--- src/rtl/uart_like_transmit_if.sv ---
// Word handshake between a word source and the serial frame transmitter.
interface uart_like_transmit_if;
  logic [7:0] word;
  logic       word_valid;
  logic       word_ready;

  modport master (
    output word,
    output word_valid,
    input  word_ready
  );

  modport slave (
    input  word,
    input  word_valid,
    output word_ready
  );
endinterface

--- src/rtl/uart_like_transmit.sv ---
// Serial frame transmitter: start bit, 8 data bits MSB first, stop bit(s); line idles high.
// One word of buffering lets frames go out back to back with no idle gap.
module uart_like_transmit #(
  parameter int unsigned CLKS_PER_BIT = 1,
  parameter int unsigned STOP_BITS    = 1
) (
  input  logic                  clk,
  input  logic                  rst,
  uart_like_transmit_if.slave   bus,
  output logic                  txd,
  output logic                  busy,
  output logic                  done
);

  localparam int unsigned     BaudW    = (CLKS_PER_BIT > 1) ? $clog2(CLKS_PER_BIT) : 1;
  localparam logic [BaudW-1:0] BaudLast = BaudW'(CLKS_PER_BIT - 1);
  localparam logic [2:0]       StopLast = 3'(STOP_BITS - 1);

  typedef enum logic [1:0] {StIdle, StStart, StData, StStop} state_e;

  state_e           state_q;
  logic [7:0]       hold_q;
  logic [7:0]       shift_q;
  logic             hold_full_q;
  logic             ready_q;
  logic             txd_q;
  logic             busy_q;
  logic             done_q;
  logic [BaudW-1:0] baud_q;
  logic [2:0]       bit_q;

  logic accept;
  logic bit_end;

  assign accept  = bus.word_valid & ready_q;
  assign bit_end = (baud_q == BaudLast);

  assign bus.word_ready = ready_q;
  assign txd            = txd_q;
  assign busy           = busy_q;
  assign done           = done_q;

  always_ff @(posedge clk) begin
    if (rst) begin
      state_q     <= StIdle;
      hold_q      <= '0;
      shift_q     <= '0;
      hold_full_q <= 1'b0;
      ready_q     <= 1'b1;
      txd_q       <= 1'b1;
      busy_q      <= 1'b0;
      done_q      <= 1'b0;
      baud_q      <= '0;
      bit_q       <= '0;
    end else begin
      done_q <= 1'b0;
      // Accept and holding-register transfer never coincide: ready is low while full.
      if (accept) begin
        hold_q      <= bus.word;
        hold_full_q <= 1'b1;
        ready_q     <= 1'b0;
      end
      unique case (state_q)
        StIdle: begin
          txd_q <= 1'b1;
          if (hold_full_q) begin
            shift_q     <= hold_q;
            hold_full_q <= 1'b0;
            ready_q     <= 1'b1;
            txd_q       <= 1'b0;
            busy_q      <= 1'b1;
            baud_q      <= '0;
            state_q     <= StStart;
          end
        end
        StStart: begin
          if (bit_end) begin
            baud_q  <= '0;
            bit_q   <= '0;
            txd_q   <= shift_q[7];
            state_q <= StData;
          end else begin
            baud_q <= baud_q + BaudW'(1);
          end
        end
        StData: begin
          if (bit_end) begin
            baud_q <= '0;
            if (bit_q == 3'd7) begin
              bit_q   <= '0;
              txd_q   <= 1'b1;
              state_q <= StStop;
            end else begin
              shift_q <= {shift_q[6:0], 1'b0};
              txd_q   <= shift_q[6];
              bit_q   <= bit_q + 3'd1;
            end
          end else begin
            baud_q <= baud_q + BaudW'(1);
          end
        end
        StStop: begin
          if (bit_end) begin
            baud_q <= '0;
            if (bit_q == StopLast) begin
              bit_q  <= '0;
              done_q <= 1'b1;
              // A queued word starts its frame immediately after the last stop bit.
              if (hold_full_q) begin
                shift_q     <= hold_q;
                hold_full_q <= 1'b0;
                ready_q     <= 1'b1;
                txd_q       <= 1'b0;
                state_q     <= StStart;
              end else begin
                txd_q   <= 1'b1;
                busy_q  <= 1'b0;
                state_q <= StIdle;
              end
            end else begin
              bit_q <= bit_q + 3'd1;
            end
          end else begin
            baud_q <= baud_q + BaudW'(1);
          end
        end
        default: state_q <= StIdle;
      endcase
    end
  end

endmodule

--- src/flat_wrapper.sv ---
// flat-port wrapper written by rule: the top's interface ports become plain ports
module uart_like_transmit_flat 
#(
  parameter int unsigned CLKS_PER_BIT = 1,
  parameter int unsigned STOP_BITS    = 1
)
  (clk, rst, txd, busy, done, bus_word, bus_word_valid, bus_word_ready);
  uart_like_transmit_if bus_i ();
  input  logic clk;
  input  logic rst;
  output logic txd;
  output logic busy;
  output logic done;
  input wire logic [$bits(bus_i.word)-1:0] bus_word;
  input wire logic [$bits(bus_i.word_valid)-1:0] bus_word_valid;
  output wire logic [$bits(bus_i.word_ready)-1:0] bus_word_ready;
  assign bus_i.word = bus_word;
  assign bus_i.word_valid = bus_word_valid;
  assign bus_word_ready = bus_i.word_ready;
  uart_like_transmit #(.CLKS_PER_BIT(CLKS_PER_BIT), .STOP_BITS(STOP_BITS)) u_core (.clk(clk), .rst(rst), .bus(bus_i), .txd(txd), .busy(busy), .done(done));
endmodule
--- config.mk ---
export PLATFORM = sky130hd
export DESIGN_NAME = uart_like_transmit_flat
export DESIGN_NICKNAME = d
export VERILOG_FILES = /design/src/rtl/uart_like_transmit_if.sv /design/src/rtl/uart_like_transmit.sv /design/src/flat_wrapper.sv
export SDC_FILE = /design/constraint.sdc
export NUM_CORES = 1
export LEC_CHECK = 0
export CAP_MARGIN = 20
export CELL_PAD_IN_SITES_DETAIL_PLACEMENT = 1
export CELL_PAD_IN_SITES_GLOBAL_PLACEMENT = 1
export CORE_ASPECT_RATIO = 0.75
export CORE_UTILIZATION = 44
export CTS_CLUSTER_SIZE = 12
export DETAILED_ROUTE_END_ITERATION = 10
export HOLD_SLACK_MARGIN = 0.1
export PLACE_DENSITY_LB_ADDON = 0.1
export SLEW_MARGIN = 20
export SYNTH_ARGS = -nofsm -noshare
export SYNTH_HDL_FRONTEND = slang
export SYNTH_SLANG_ARGS = --single-unit
--- constraint.sdc ---
create_clock -name clk -period 5.1 [get_ports clk]
set_input_delay 1.53 -clock clk [delete_from_list [all_inputs] [get_ports clk]]
set_output_delay 1.53 -clock clk [all_outputs]
set_load 0.01 [all_outputs]
## After elaboration in Yosys (flattened, before gate mapping)

Cells that the tools add are included.

- Input port bits: 11
- Register bits after elaboration: 27
- Logic and storage cells: 84

- Bitwise logic cells: 2
- Add/subtract/negate cells: 2
- Mux-type cells: 46
- Reductions and logical operators: 12
- Equality and inequality tests: 12

Operators by type and width:

| operator | number |
|---|---|
| $mux 8 | 5 |
| $pmux 8 s3 | 1 |
| $mux 1 | 22 |
| $mux 3 | 5 |
| $mux 2 | 6 |
| $ne 2x2->1 const B | 5 |
| $reduce_and 5->1 | 2 |
| $pmux 3 s3 | 1 |
| $pmux 1 s2 | 4 |
| $pmux 2 s4 | 1 |
| $reduce_and 4->1 | 2 |
| $ne 2x1->1 const B | 3 |
| $reduce_and 6->1 | 1 |
| $reduce_bool 3->1 | 2 |
| $reduce_or 3->1 | 2 |
| $eq 2x2->1 const B | 2 |
| $pmux 1 s4 | 1 |
| $add 3x1->3 const B | 1 |
| $eq 3x3->1 const B | 1 |
| $logic_not 3->1 | 1 |
| $eq 2x1->1 const B | 1 |
| $logic_not 2->1 | 1 |
| $reduce_bool 2->1 | 1 |
| $add 1x1->1 const B | 1 |
| 2 further kinds | 2 |

## Logic depth before layout (Yosys ltp)

- Depth after elaboration: 6
- Mapped depth: 7

## Worst setup path before layout

No wires, ideal clock.

- Kind: input to register
- Start point: input bus_word_valid
- End point: register u_core.hold_full_q
- Cell stages on the path: 3
- Setup slack: 2.729 ns
- Required time: 5.005 ns
- Buffers on the path: 1
- Arrival: 2.275 ns
- Cell sequence: clkbuf_1 nand2_1 a221oi_1

- Longest elaborated chain between the ends: 6

Ends and longest elaborated chain:

| item | line | source |
|---|---|---|
| start: declaration | flat_wrapper.sv:15 | `input wire logic [$bits(bus_i.word_valid)-1:0] bus_word_valid;` |
| $and 1x1->1 * | uart_like_transmit.sv:35 | `assign accept = bus.word_valid & ready_q;` |
| $mux 1 * | uart_like_transmit.sv:58 | `if (accept) begin` |
| $mux 1 | uart_like_transmit.sv:66, uart_like_transmit.sv:109 |  |
| $mux 1 | uart_like_transmit.sv:105 | `if (bit_q == StopLast) begin` |
| $mux 1 | uart_like_transmit.sv:103 | `if (bit_end) begin` |
| $pmux 1 s2 * | uart_like_transmit.sv:63 | `unique case (state_q)` |
| end signal: assignment | uart_like_transmit.sv:60 | `hold_full_q <= 1'b1;` |
| end signal: assignment | uart_like_transmit.sv:68 | `hold_full_q <= 1'b0;` |
| end signal: assignment | uart_like_transmit.sv:111 | `hold_full_q <= 1'b0;` |
| end: declaration | uart_like_transmit.sv:24 | `logic hold_full_q;` |

Mark *: on every way between the ends. The rest lies on a longest branch, timed or not.
A chain may end at the register's enable or synchronous reset.

## Worst setup path in the final report

- Start point: register u_core.ready_q, in the netlist u_core.bus.word_ready
- End point: output bus_word_ready

RTL lines:

| item | line | source |
|---|---|---|
| start: declaration | uart_like_transmit.sv:25 | `logic ready_q;` |
| start signal: assignment | uart_like_transmit.sv:49 | `ready_q <= 1'b1;` |
| start signal: assignment | uart_like_transmit.sv:61 | `ready_q <= 1'b0;` |
| start signal: assignment | uart_like_transmit.sv:69 | `ready_q <= 1'b1;` |
| end: declaration | flat_wrapper.sv:16 | `output wire logic [$bits(bus_i.word_ready)-1:0] bus_word_ready;` |

No word-level cell between the ends.

==> impl_metrics.env <==
export IMPL_regToRegSetupSlack_ps=2580
export IMPL_final_nets=177
export IMPL_cp_startpoint="u_core.bus.word_ready"
export IMPL_slew_violations=0
export IMPL_syn2layout_area_growth_pct=15.4
export IMPL_seqPwrFrac=0.390
export IMPL_ys_seq_area_frac=0.401
export IMPL_worstPathRequired_ps=3570
export IMPL_grt_pass1_vias=1019
export IMPL_path_buf_inv=1
export IMPL_final_antenna_net_count=0
export IMPL_syn_inst=145
export IMPL_drtIter0Drc=51
export IMPL_syn_area_per_cell_um2=8.96
export IMPL_combPwrFrac=0.442
export IMPL_hold_violations=0
export IMPL_path_max_fanout=11
export IMPL_yosysWarningCount=0
export IMPL_ys_flop_type="dfxtp_1"
export IMPL_drc=0
export IMPL_dr_pass1_iters=4
export IMPL_status="finished clean"
export IMPL_max_stage_delay_ps=610
export IMPL_io_buffers=14
export IMPL_cts_buffer_depth=2
export IMPL_grt_max_degree=28
export IMPL_worst_path_stages=1
export IMPL_cts_sinks=26
export IMPL_wl_met3_um=82
export IMPL_pre_cts_ws_ps=1940
export IMPL_clkPwrFrac=0.168
export IMPL_ys_types=32
export IMPL_stdcell_count=191
export IMPL_period_needed_ps=2970
export IMPL_switching_share=0.388
export IMPL_yosysTopAreaCellShare=0.401
export IMPL_clk_pin_slew_ps=90
export IMPL_timing_final_crit_share=0.583
export IMPL_timing_fmax_mhz=336
export IMPL_fp_coreArea_mm2=0.00270
export IMPL_vias=1028
export IMPL_htreeDepth=1
export IMPL_utilization=0.555
export IMPL_rr_worst_depth=6
export IMPL_fp_dieW_um=64.7
export IMPL_antenna_found_initial=0
export IMPL_root_buffer="clkbuf_8"
export IMPL_vias_per_cell=5.38
export IMPL_start_util=0.481
export IMPL_synthArstFlopShare=0
export IMPL_cts_setup_buffers=0
export IMPL_netlist_top_cell_by_area="dfxtp_1"
export IMPL_synthTopCellsByCount="dfxtp_1 (26), nand2_1 (17), a21oi_1 (14)"
export IMPL_synth_seq_cells=26
export IMPL_grt_pass1_wl_um=4940
export IMPL_crit_type="flip-flop to output port"
export IMPL_numCtsBuffers=3
export IMPL_tightest_slew_ps=1070
export IMPL_synth_edf_count=0
export IMPL_endpoint="bus_word_ready"
export IMPL_crit_chain="clkdlybuf4s50_1"
export IMPL_rsz0062_at_grt="false"
export IMPL_end_kind="output port"
export IMPL_cts_tree="done"
export IMPL_row_count=16
export IMPL_syn_area_mm2=0.00130
export IMPL_r2r_end="u_core.shift_q[6]"
export IMPL_start_kind="flip-flop"
export IMPL_clkLatencyLatePin_ps=270
export IMPL_wl_met1_um=1610
export IMPL_post_synth_top_count_cell="dfxtp_1"
export IMPL_cpMaxStageDelayCell="clkdlybuf4s50_1"
export IMPL_fin_worst_skew_ps=1.26
export IMPL_arrival_ps=1440
export IMPL_dr_max_layer_used="met4"
export IMPL_grtUsageTotal=0.203
export IMPL_powerDensity_mw_per_mm2=527
export IMPL_hold_class="flip-flop to flip-flop"
export IMPL_p_sw_uw=307
export IMPL_max_slew_margin=0.287
export IMPL_die_area_mm2=0.00318
export IMPL_hpwl_um=2150
export IMPL_dieHeight_um=49.1
export IMPL_met2_wirelength_um=1240
export IMPL_leakagePower_nw=0.542
export IMPL_cts_resized=0
export IMPL_syn_nets=166
export IMPL_overflow=0
export IMPL_synth_area_top_cells="dfxtp_1 (40%), ha_1 (9.6%), mux2i_1 (6.2%), a21oi_1 (5.4%), nand2_1 (4.9%)"
export IMPL_p_int_uw=484
export IMPL_holdWs_ps=473
export IMPL_layout_drive_gt1_share=0.0581
export IMPL_cts_hold_buf=0
export IMPL_finalSetupViolations=0
export IMPL_drt_wl_total_um=2940
export IMPL_gp_routability_congestion=0.749
export IMPL_fin_tns_setup_ps=0
export IMPL_antenna_cells=0
export IMPL_max_cap_violations=0
export IMPL_io_pins=15
export IMPL_ir_drop_mv=0.241
export IMPL_path_delay_family="buffers and inverters"
export IMPL_final_setup_worst_slack_ps=2130
export IMPL_dp_cells=187
export IMPL_wl_per_cell_um=15.4
export IMPL_r2r_start="u_core.state_q[0]"
==> cells by family after synthesis <==
kind of cell,Yosys count,share of synthesized area
flops,26,0.401
simple gates,53,0.199
mux,8,0.0617
compound gates,34,0.194
buf+inv,14,0.0482
fa+ha+maj,10,0.0963
==> metal layers <==
metal,GRT usage,vias up
met3,0.0561,5
met4,0.0333,0
met1,0.287,486
met2,0.311,13
li1,-,524
met5,0,-
==> cell usage in the layout (no fill, tap or decap) <==
master,instances
nand3_1,8
or3b_2,1
nor3b_1,1
o32ai_1,1
a21boi_0,1
nand2b_4,1
nor2b_1,2
nand2_1,17
nand3b_1,3
nor2_1,13
a211oi_2,2
a221oi_1,2
a211oi_1,6
o21ai_0,1
a31oi_1,2
a21oi_1,14
mux2i_1,8
inv_1,6
ha_1,10
dfxtp_1,26
o2bb2ai_1,1
clkdlybuf4s50_1,14
a2111oi_4,1
a21o_1,1
and2_1,1
nor3_1,2
a211o_1,1
o31ai_1,1
clkbuf_8,4
nand2b_1,4
==> registers in the layout, summed over array words and instances (netlist names) <==
name	cells
u_core.hold_q	8
u_core.shift_q	8
u_core.bit_q	3
u_core.state_q	2
u_core.bus.word_ready	1
u_core.busy	1
u_core.done	1
u_core.hold_full_q	1
u_core.txd	1
==> power groups by stage <==
stage | combinational [mW] | sequential [mW] | clock, mW
2_1_floorplan | 0.285 | 0.294 | 0
6_report | 0.349 | 0.308 | 0.133
3_3_place_gp | 0.332 | 0.308 | 0
3_5_place_dp | 0.351 | 0.312 | 0
5_1_grt | 0.388 | 0.316 | 0.148
4_1_cts | 0.352 | 0.308 | 0.136
==> worst min-delay path by stage <==
stage                           from          endpoint  slack [ps]  cells after the start
floorplan           u_core.hold_q[1]  u_core.hold_q[1]         440                      2
global placement    u_core.hold_q[7]  u_core.hold_q[7]         450                      2
detailed placement  u_core.hold_q[7]  u_core.hold_q[7]         470                      2
CTS                 u_core.hold_q[7]  u_core.hold_q[7]         480                      2
global route        u_core.hold_q[7]  u_core.hold_q[7]         500                      2
finish              u_core.hold_q[7]  u_core.hold_q[7]         470                      2
==> through the flow <==
step	power (mW)	instance area [um^2]
after floorplan	0.578	1300
after global placement	0.639	1440
after detailed placement	0.663	1440
after CTS	0.796	1500
after global routing	0.851	1500
final	0.790	1500
==> cell type report <==
cell class / count / area (um^2)
flip-flops and latches: 26 / 520
well taps: 36 / 45.0
inverters: 6 / 22.5
clock buffers: 4 / 55.1
fillers: 319 / 1200
multi-input cells: 105 / 716
repair buffers: 14 / 140
No activity file was read; power rests on OpenSTA's default activity.
